===== src/rtl/fetch_stage.sv =====
// Instruction fetch front end: PC, credit-limited imem requests, in-order
// instruction buffer and redirect flush of buffered and in-flight words.
module fetch_stage #(
    parameter logic [31:0] RESET_PC   = 32'h0000_0000,
    parameter int          FIFO_DEPTH = 2
) (
    input  logic        clk,
    input  logic        rst,
    output logic        imem_req_valid,
    input  logic        imem_req_ready,
    output logic [31:0] imem_req_addr,
    input  logic        imem_rsp_valid,
    input  logic [31:0] imem_rsp_data,
    input  logic        redirect_valid,
    input  logic [31:0] redirect_pc,
    output logic        instr_valid,
    input  logic        instr_ready,
    output logic [31:0] instr,
    output logic [31:0] instr_pc,
    output logic [6:0]  op,
    output logic [2:0]  func3,
    output logic [6:0]  func7,
    output logic        fetch_busy
);
    localparam int          CW       = $clog2(FIFO_DEPTH + 1);
    localparam int          AW       = $clog2(FIFO_DEPTH);
    localparam logic [CW:0] LP_DEPTH = FIFO_DEPTH[CW:0];

    logic [31:0]   r_fetch_pc;
    logic [CW-1:0] r_out;
    logic [CW-1:0] r_drop;
    logic [CW-1:0] r_cnt;
    logic [AW-1:0] r_pq_wr;
    logic [AW-1:0] r_pq_rd;
    logic [AW-1:0] r_fq_wr;
    logic [AW-1:0] r_fq_rd;
    logic [31:0]   r_pq [FIFO_DEPTH];
    logic [63:0]   r_fq [FIFO_DEPTH];

    logic [CW:0]   w_credit;
    logic          w_hs;
    logic          w_pop;
    logic          w_push;
    logic [31:0]   w_rsp_pc;
    logic [63:0]   w_head;
    logic          w_unused_lsb;

    // Credit covers buffered words plus every in-flight request, drops included.
    assign w_credit       = {1'b0, r_out} + {1'b0, r_cnt};
    assign imem_req_valid = ~rst & (w_credit < LP_DEPTH);
    assign imem_req_addr  = r_fetch_pc;
    assign w_hs           = imem_req_valid & imem_req_ready;
    assign w_pop          = instr_valid & instr_ready;
    assign w_push         = imem_rsp_valid & ~redirect_valid & (r_drop == '0);
    assign w_rsp_pc       = r_pq[r_pq_rd];
    assign w_head         = r_fq[r_fq_rd];
    assign w_unused_lsb   = ^redirect_pc[1:0];

    assign instr_valid = (r_cnt != '0);
    assign instr       = instr_valid ? w_head[63:32] : 32'h0;
    assign instr_pc    = instr_valid ? w_head[31:0]  : 32'h0;
    assign op          = instr[6:0];
    assign func3       = instr[14:12];
    assign func7       = instr[31:25];
    assign fetch_busy  = (r_out != '0) | (r_drop != '0);

    always_ff @(posedge clk) begin
        if (w_hs)
            r_pq[r_pq_wr] <= r_fetch_pc;
        if (w_push)
            r_fq[r_fq_wr] <= {imem_rsp_data, w_rsp_pc};
    end

    always_ff @(posedge clk or posedge rst) begin
        if (rst) begin
            r_fetch_pc <= RESET_PC;
            r_out      <= '0;
            r_drop     <= '0;
            r_cnt      <= '0;
            r_pq_wr    <= '0;
            r_pq_rd    <= '0;
            r_fq_wr    <= '0;
            r_fq_rd    <= '0;
        end else begin
            // The PC queue survives redirects: dropped responses still retire their tag.
            if (w_hs)
                r_pq_wr <= r_pq_wr + AW'(1);
            if (imem_rsp_valid)
                r_pq_rd <= r_pq_rd + AW'(1);
            r_out <= r_out + CW'(w_hs) - CW'(imem_rsp_valid);

            if (redirect_valid) begin
                r_fetch_pc <= {redirect_pc[31:2], 2'b00};
                r_drop     <= r_out + CW'(w_hs) - CW'(imem_rsp_valid);
                r_cnt      <= '0;
                r_fq_wr    <= '0;
                r_fq_rd    <= '0;
            end else begin
                if (w_hs)
                    r_fetch_pc <= r_fetch_pc + 32'd4;
                if (imem_rsp_valid && (r_drop != '0))
                    r_drop <= r_drop - CW'(1);
                if (w_push)
                    r_fq_wr <= r_fq_wr + AW'(1);
                if (w_pop)
                    r_fq_rd <= r_fq_rd + AW'(1);
                r_cnt <= r_cnt + CW'(w_push) - CW'(w_pop);
            end
        end
    end
endmodule


===== config.mk =====
export PLATFORM = sky130hd
export DESIGN_NAME = fetch_stage
export DESIGN_NICKNAME = d
export VERILOG_FILES = /design/src/rtl/fetch_stage.sv
export SDC_FILE = /design/constraint.sdc
export NUM_CORES = 1
export LEC_CHECK = 0
export BUFFER_PORTS_ARGS = -buffer_cell sky130_fd_sc_hd__buf_2
export CAP_MARGIN = 10
export CORE_ASPECT_RATIO = 0.8
export CORE_UTILIZATION = 45
export DETAILED_ROUTE_END_ITERATION = 10
export PLACE_DENSITY = 0.7
export RECOVER_POWER = 25
export SLEW_MARGIN = 10
export SYNTH_ARGS = -nofsm -noshare
export SYNTH_HDL_FRONTEND = slang
export SYNTH_SLANG_ARGS = --single-unit

===== constraint.sdc =====
create_clock -name clk -period 3.8 [get_ports clk]
set_input_delay 0.76 -clock clk [delete_from_list [all_inputs] [get_ports clk]]
set_output_delay 0.76 -clock clk [all_outputs]
set_load 0.01 [all_outputs]

==> impl_metrics.env, run 1 <==
export IMPL_cp_top_family="simple AND/OR/NAND/NOR gates"
export IMPL_postSynthCellCount=635
export IMPL_cts_made_buffers=23
export IMPL_cts_repair_resized=0
export IMPL_cp_depth=6
export IMPL_postSynth_asyncResetShare_pct=17.9
export IMPL_dp_slack_ps=530
export IMPL_port_buffers=179
export IMPL_grt_first_pass_wirelength_mm=29.4
export IMPL_detail_route_drc_violations=0
export IMPL_io_pin_count=186
export IMPL_timing_critical_path_cells="and2_1 -> fa_1 -> or4b_4 -> or3_1 -> or4_1 -> a31oi_1"
export IMPL_die_x_um=162
export IMPL_slew_limit_headroom_pct=33.2
export IMPL_dp_cells=1040
export IMPL_finalWorstSetupSlack_ps=516
export IMPL_arrival_ps=3710
export IMPL_setup_tns_ps=0
export IMPL_tritoncts="yes"
export IMPL_timing_critical_path_slowest_cell_delay_ps=690
export IMPL_core_area_um2=20000
export IMPL_synth_yosys_seq_area_share_pct=70.4
export IMPL_global_route_overflow_total=0
export IMPL_htree_levels=1
export IMPL_total_power_uw=7070
export IMPL_cp_required_ps=4230
export IMPL_post_layout_nonfiller_instances=1081
export IMPL_avgSynthCellArea_um2=14.6
export IMPL_clk_sink_count=224
export IMPL_grt_setup_unrepaired="no"
export IMPL_crit_path_end="imem_req_addr[22]"
export IMPL_synthesis_stage_register_bit_count=224
export IMPL_insertion_delay_ps=510
export IMPL_timing_worst_slew_pin_value_ps=1000
export IMPL_reg2reg_from="r_cnt[0]"
export IMPL_power_density_nw_per_um2=640
export IMPL_setup_worst_path_start_class="flip-flop"
export IMPL_totalWireLength_mm=19.1
export IMPL_layout_drive_gt1_share_pct=30.4
export IMPL_worst_setup_path_type="reg -> reg"
export IMPL_ys_warnings_count=0
export IMPL_grt_antenna_before_repair=0
export IMPL_floorplan_initialDensity_pct=46.3
export IMPL_met1_usage_pct=24.3
export IMPL_dr_total_vias=5659
export IMPL_critical_path_peak_fanout=18
export IMPL_routability_congestion_estimate_from_global_placement=0.775
export IMPL_worstReg2RegEnd="imem_req_addr[22]"
export IMPL_layout_commonest_cell="sky130_fd_sc_hd__edfxtp_1"
export IMPL_gr_usage_met2_pct=30.0
export IMPL_most_common_layout_cells="sky130_fd_sc_hd__edfxtp_1, sky130_fd_sc_hd__buf_2, sky130_fd_sc_hd__nor2_1"
export IMPL_hold_viol=0
export IMPL_post_cts_buffers=0
export IMPL_period_share_pct=86.4
export IMPL_worst_r2r_cell_count=6
export IMPL_ant_nets=0
export IMPL_finalCriticalPeriod_ps=3280
export IMPL_design_die_area_um2=21200
export IMPL_nFillCells=1664
export IMPL_synth_flop_cell="sky130_fd_sc_hd__edfxtp_1"
export IMPL_maximum_number_of_pins_on_one_net_before_global_route_repair=63
export IMPL_die_h_um=130
export IMPL_report_final_setup_viol=0
export IMPL_via_per_inst=5.23
export IMPL_diodes=0
export IMPL_max_cap_violations=0
export IMPL_vdd_drop_max_v=0.000358
export IMPL_timing_fmax_mhz=304
export IMPL_vias_in_the_first_global_route=5408
export IMPL_worst_clock_skew_ps=15.5
export IMPL_globalRouteTotalUtil_pct=18.2
export IMPL_hold_crit_class="in -> async"
export IMPL_cp_end_kind="flip-flop"
export IMPL_detailed_place_hpwl_mm=12.0
export IMPL_critPathBufInv=0
export IMPL_cts_hold_buf=0
export IMPL_setup_reg_to_reg_worst_slack_ps=520
export IMPL_drt_iter0_markers=319
export IMPL_clkTransAtPathRegs_ps=60
export IMPL_synth_enable_flop_cells=184
export IMPL_drv_slew=0
export IMPL_final_net_count=878
export IMPL_met3_layer_usage_reported_by_global_route_pct=3.50
export IMPL_firstDrtPassIters=5
export IMPL_yosys_cell_types_count=42
export IMPL_globalRoute_busiestLayer="met2"
export IMPL_outcome="finished, final reports clean"
export IMPL_cts_root_buf="sky130_fd_sc_hd__clkbuf_16"
export IMPL_syn_area_um2=9270
export IMPL_wl_per_cell_um=17.7
export IMPL_rows=46
export IMPL_clock_path_buffers=3
export IMPL_critical_path_slowest_cell="sky130_fd_sc_hd__or4b_4"
export IMPL_critPathLaunch="r_cnt[0]"
export IMPL_power_leakage_uw=0.00410
export IMPL_area_growth_pct=19.2
## flip-flops by register name, indices dropped and copies added (netlist names)
name / count
r_pq_rd: 1
r_drop: 2
imem_req_addr: 30
r_pq_wr: 1
r_pq: 60
r_fq: 124
r_fq_wr: 1
r_cnt: 2
r_out: 2
r_fq_rd: 1
## final cells by class
type	count	area [um2]	area share, %
flip-flops and latches	224	6530	59.1
well taps	264	330	2.99
clock buffers	31	606	5.48
multi-input cells	352	2450	22.2
clock inverters	10	105	0.951
repair buffers	189	992	8.98
inverters	11	41.3	0.374
## logic make-up after synthesis
family	share of synthesized area [%]
xor gates and xnor gates	1.89
and+or+nand+nor	9.10
AOI/OAI and AO/OA	3.47
buffers and inverters	3.62
DFF	70.4
other	0.0405
muxes	10.4
adders and majority gates	1.03
## per-layer routing
metal | routed length (um) | share of wire, % | vias up
li1 | - | - | 2661
met1 | 8420 | 44 | 2735
met2 | 8860 | 46 | 221
met3 | 1310 | 6.8 | 42
met4 | 538 | 2.8 | 0
met5 | 0 | 0 | -
## synth_stat cells (14+ instances only)
master,number,area [um2]
sky130_fd_sc_hd__xnor2_1,17,149
sky130_fd_sc_hd__mux2i_1,63,631
sky130_fd_sc_hd__or4_1,16,120
sky130_fd_sc_hd__nor2_1,88,330
sky130_fd_sc_hd__mux2_2,30,338
sky130_fd_sc_hd__dfrtp_1,40,1000
sky130_fd_sc_hd__clkbuf_1,20,75.1
sky130_fd_sc_hd__o21ai_0,16,80.1
sky130_fd_sc_hd__a31oi_1,16,100
sky130_fd_sc_hd__o31ai_1,14,105
sky130_fd_sc_hd__edfxtp_1,184,5530
sky130_fd_sc_hd__nand2_1,27,101
sky130_fd_sc_hd__buf_4,21,158
## worst min-delay path by stage
stage / startpoint / to / slack, ps / cells past startpoint
after floorplan: r_pq_wr / r_pq_wr / 460 / 1
after global routing: imem_rsp_data[16] / r_fq[0][48] / 420 / 1
after detailed placement: imem_req_addr[26] / r_pq[0][26] / 540 / 0
final: rst / imem_req_addr[4] / 380 / 2
after CTS: rst / imem_req_addr[4] / 390 / 2
after global placement: imem_req_addr[26] / r_pq[0][26] / 540 / 0
## where the power goes
part           internal, uW  total (uW)  leakage [uW]  switching (uW)
logic                   712        1630       0.00162             918
clock network          1250        2140      0.000347             889
registers              3030        3300       0.00214             266
## through the flow
stage	hold slack [ps]	instance area, um2	util (%)
floorplan	460	9280	-
global placement	539	10400	51.7
detailed placement	540	10400	51.7
CTS	390	11100	55.3
global route	420	11100	55.2
finish	382	11100	55.2
No activity file was read; power rests on OpenSTA's default activity.
==> run 2, diff against run 1 <==
--- a/config.mk
+++ b/config.mk
@@ -7,10 +7,12 @@
 export LEC_CHECK = 0
 export BUFFER_PORTS_ARGS = -buffer_cell sky130_fd_sc_hd__buf_2
 export CAP_MARGIN = 10
+export CELL_PAD_IN_SITES_DETAIL_PLACEMENT = 0
+export CELL_PAD_IN_SITES_GLOBAL_PLACEMENT = 1
 export CORE_ASPECT_RATIO = 0.8
-export CORE_UTILIZATION = 45
+export CORE_UTILIZATION = 40
 export DETAILED_ROUTE_END_ITERATION = 10
-export PLACE_DENSITY = 0.7
+export PLACE_DENSITY_LB_ADDON = 0.1
 export RECOVER_POWER = 25
 export SLEW_MARGIN = 10
 export SYNTH_ARGS = -nofsm -noshare
==> impl_metrics.env, run 2 (synthesis gave the netlist of run 1 again) <==
export IMPL_outcome="complete, but fails checks"
export IMPL_failed_checks="max-capacitance violations, max-slew violations"
export IMPL_clkTransAtPathRegs_ps=60
export IMPL_maximum_number_of_pins_on_one_net_before_global_route_repair=63
export IMPL_rows=49
export IMPL_grt_setup_unrepaired="no"
export IMPL_report_final_setup_viol=0
export IMPL_layout_drive_gt1_share_pct=30.7
export IMPL_ant_nets=0
export IMPL_max_cap_violations=1
export IMPL_dr_total_vias=5645
export IMPL_hold_viol=0
export IMPL_slew_limit_headroom_pct=-52.4
export IMPL_critical_path_slowest_cell="sky130_fd_sc_hd__or4b_4"
export IMPL_via_per_inst=5.00
export IMPL_routability_congestion_estimate_from_global_placement=0.809
export IMPL_tritoncts="yes"
export IMPL_hold_worst_slack_ps=439
export IMPL_die_x_um=172
export IMPL_power_leakage_uw=0.00414
export IMPL_grt_antenna_before_repair=0
export IMPL_wl_per_cell_um=17.6
export IMPL_clock_path_buffers=3
export IMPL_global_route_overflow_total=0
export IMPL_layout_commonest_cell="sky130_fd_sc_hd__edfxtp_1"
export IMPL_clk_sink_count=224
export IMPL_period_share_pct=87.0
export IMPL_critical_path_peak_fanout=18
export IMPL_grt_first_pass_wirelength_mm=31.2
export IMPL_worst_clock_skew_ps=9.83
export IMPL_regMostFlops="r_fq"
export IMPL_cp_required_ps=4230
export IMPL_detailed_place_hpwl_mm=12.5
export IMPL_post_cts_buffers=0
export IMPL_core_area_um2=22600
export IMPL_setup_tns_ps=0
export IMPL_arrival_ps=3740
export IMPL_vias_in_the_first_global_route=5687
export IMPL_timing_critical_path_cells="and2_1 -> fa_1 -> or4b_4 -> or3_1 -> or4_1 -> a31oi_1"
export IMPL_vdd_drop_max_v=0.000328
export IMPL_setup_worst_path_start_class="flip-flop"
export IMPL_port_buffers=179
export IMPL_design_die_area_um2=23800
export IMPL_timing_fmax_mhz=302
export IMPL_cts_root_buf="sky130_fd_sc_hd__clkbuf_16"
export IMPL_diodes=0
export IMPL_area_growth_pct=20.4
export IMPL_cts_repair_resized=0
export IMPL_globalRouteTotalUtil_pct=16.9
export IMPL_detail_route_drc_violations=0
export IMPL_timing_worst_slew_pin_value_ps=2290
export IMPL_nFillCells=2017
export IMPL_largest_register_ff_count=124
export IMPL_finalCriticalPeriod_ps=3310
export IMPL_firstDrtPassIters=5
export IMPL_cts_made_buffers=25
export IMPL_final_net_count=881
export IMPL_drt_iter0_markers=357
export IMPL_totalWireLength_mm=19.9
export IMPL_power_density_nw_per_um2=648
export IMPL_die_h_um=138
export IMPL_drv_slew=41
export IMPL_htree_levels=1
export IMPL_timing_critical_path_slowest_cell_delay_ps=690
export IMPL_hold_crit_class="in -> reg"
export IMPL_floorplan_initialDensity_pct=41.0
export IMPL_most_common_layout_cells="sky130_fd_sc_hd__edfxtp_1, sky130_fd_sc_hd__buf_2, sky130_fd_sc_hd__nor2_1"
export IMPL_io_pin_count=186
export IMPL_worst_setup_path_type="reg -> reg"
export IMPL_cp_end_kind="flip-flop"
export IMPL_cts_hold_buf=0
export IMPL_insertion_delay_ps=510
## run 2: worst max-delay path: cells and delay by family (launching register included)
family	cells	cell delay, ps
and+or+nand+nor	4	2140
DFF	1	430
adders and majority gates	1	480
AOI/OAI and AO/OA	1	170
## run 2: cell type report
cell class,instances,area [um2],share of cell area [%]
repair buffers,190,973,8.72
well taps,306,383,3.43
flip-flops and latches,224,6530,58.5
multi-input cells,352,2450,21.9
inverters,11,41.3,0.370
clock buffers,33,676,6.05
clock inverters,12,108,0.964
## run 2: worst paths after layout
check	end	from	cells past startpoint	slack, ps
setup / recovery	imem_req_addr[24]	r_cnt[0]	6	490
hold / removal	r_fq[1][54]	imem_rsp_data[22]	1	440
setup reg to reg	imem_req_addr[24]	r_cnt[0]	6	490
hold reg to reg	r_pq_rd	r_pq_rd	1	480
max in group asynchronous	r_fq_rd	rst	3	1080
min in group asynchronous	r_cnt[0]	rst	3	1110
## run 2: stage by stage
stage	setup slack (ps)	total power (uW)	util (%)	instances	instance area [um2]
global route	362	7630	49.3	1128	11200
detailed placement	522	5020	45.9	1083	10400
global placement	625	4980	45.9	1083	10400
CTS	494	7340	49.4	1128	11200
finish	494	7230	49.3	1128	11200
floorplan	-453	4410	-	638	9280
## run 2: routing by layer
| metal | global-route usage, % | vias to the layer above | wire [um] | part of all wire [%] |
|---|---|---|---|---|
| li1 | - | 2673 | - | - |
| met1 | 22.4 | 2735 | 8730 | 44 |
| met2 | 28.1 | 206 | 9430 | 47 |
| met3 | 3.46 | 31 | 1250 | 6.3 |
| met4 | 4.84 | 0 | 476 | 2.4 |
| met5 | 0 | - | 0 | 0 |
## run 2: power breakdown
| part | switching, uW | internal, uW |
|---|---|---|
| Clock | 911 | 1380 |
| Combinational | 991 | 709 |
| Sequential | 196 | 3040 |
| Total | 2100 | 5130 |
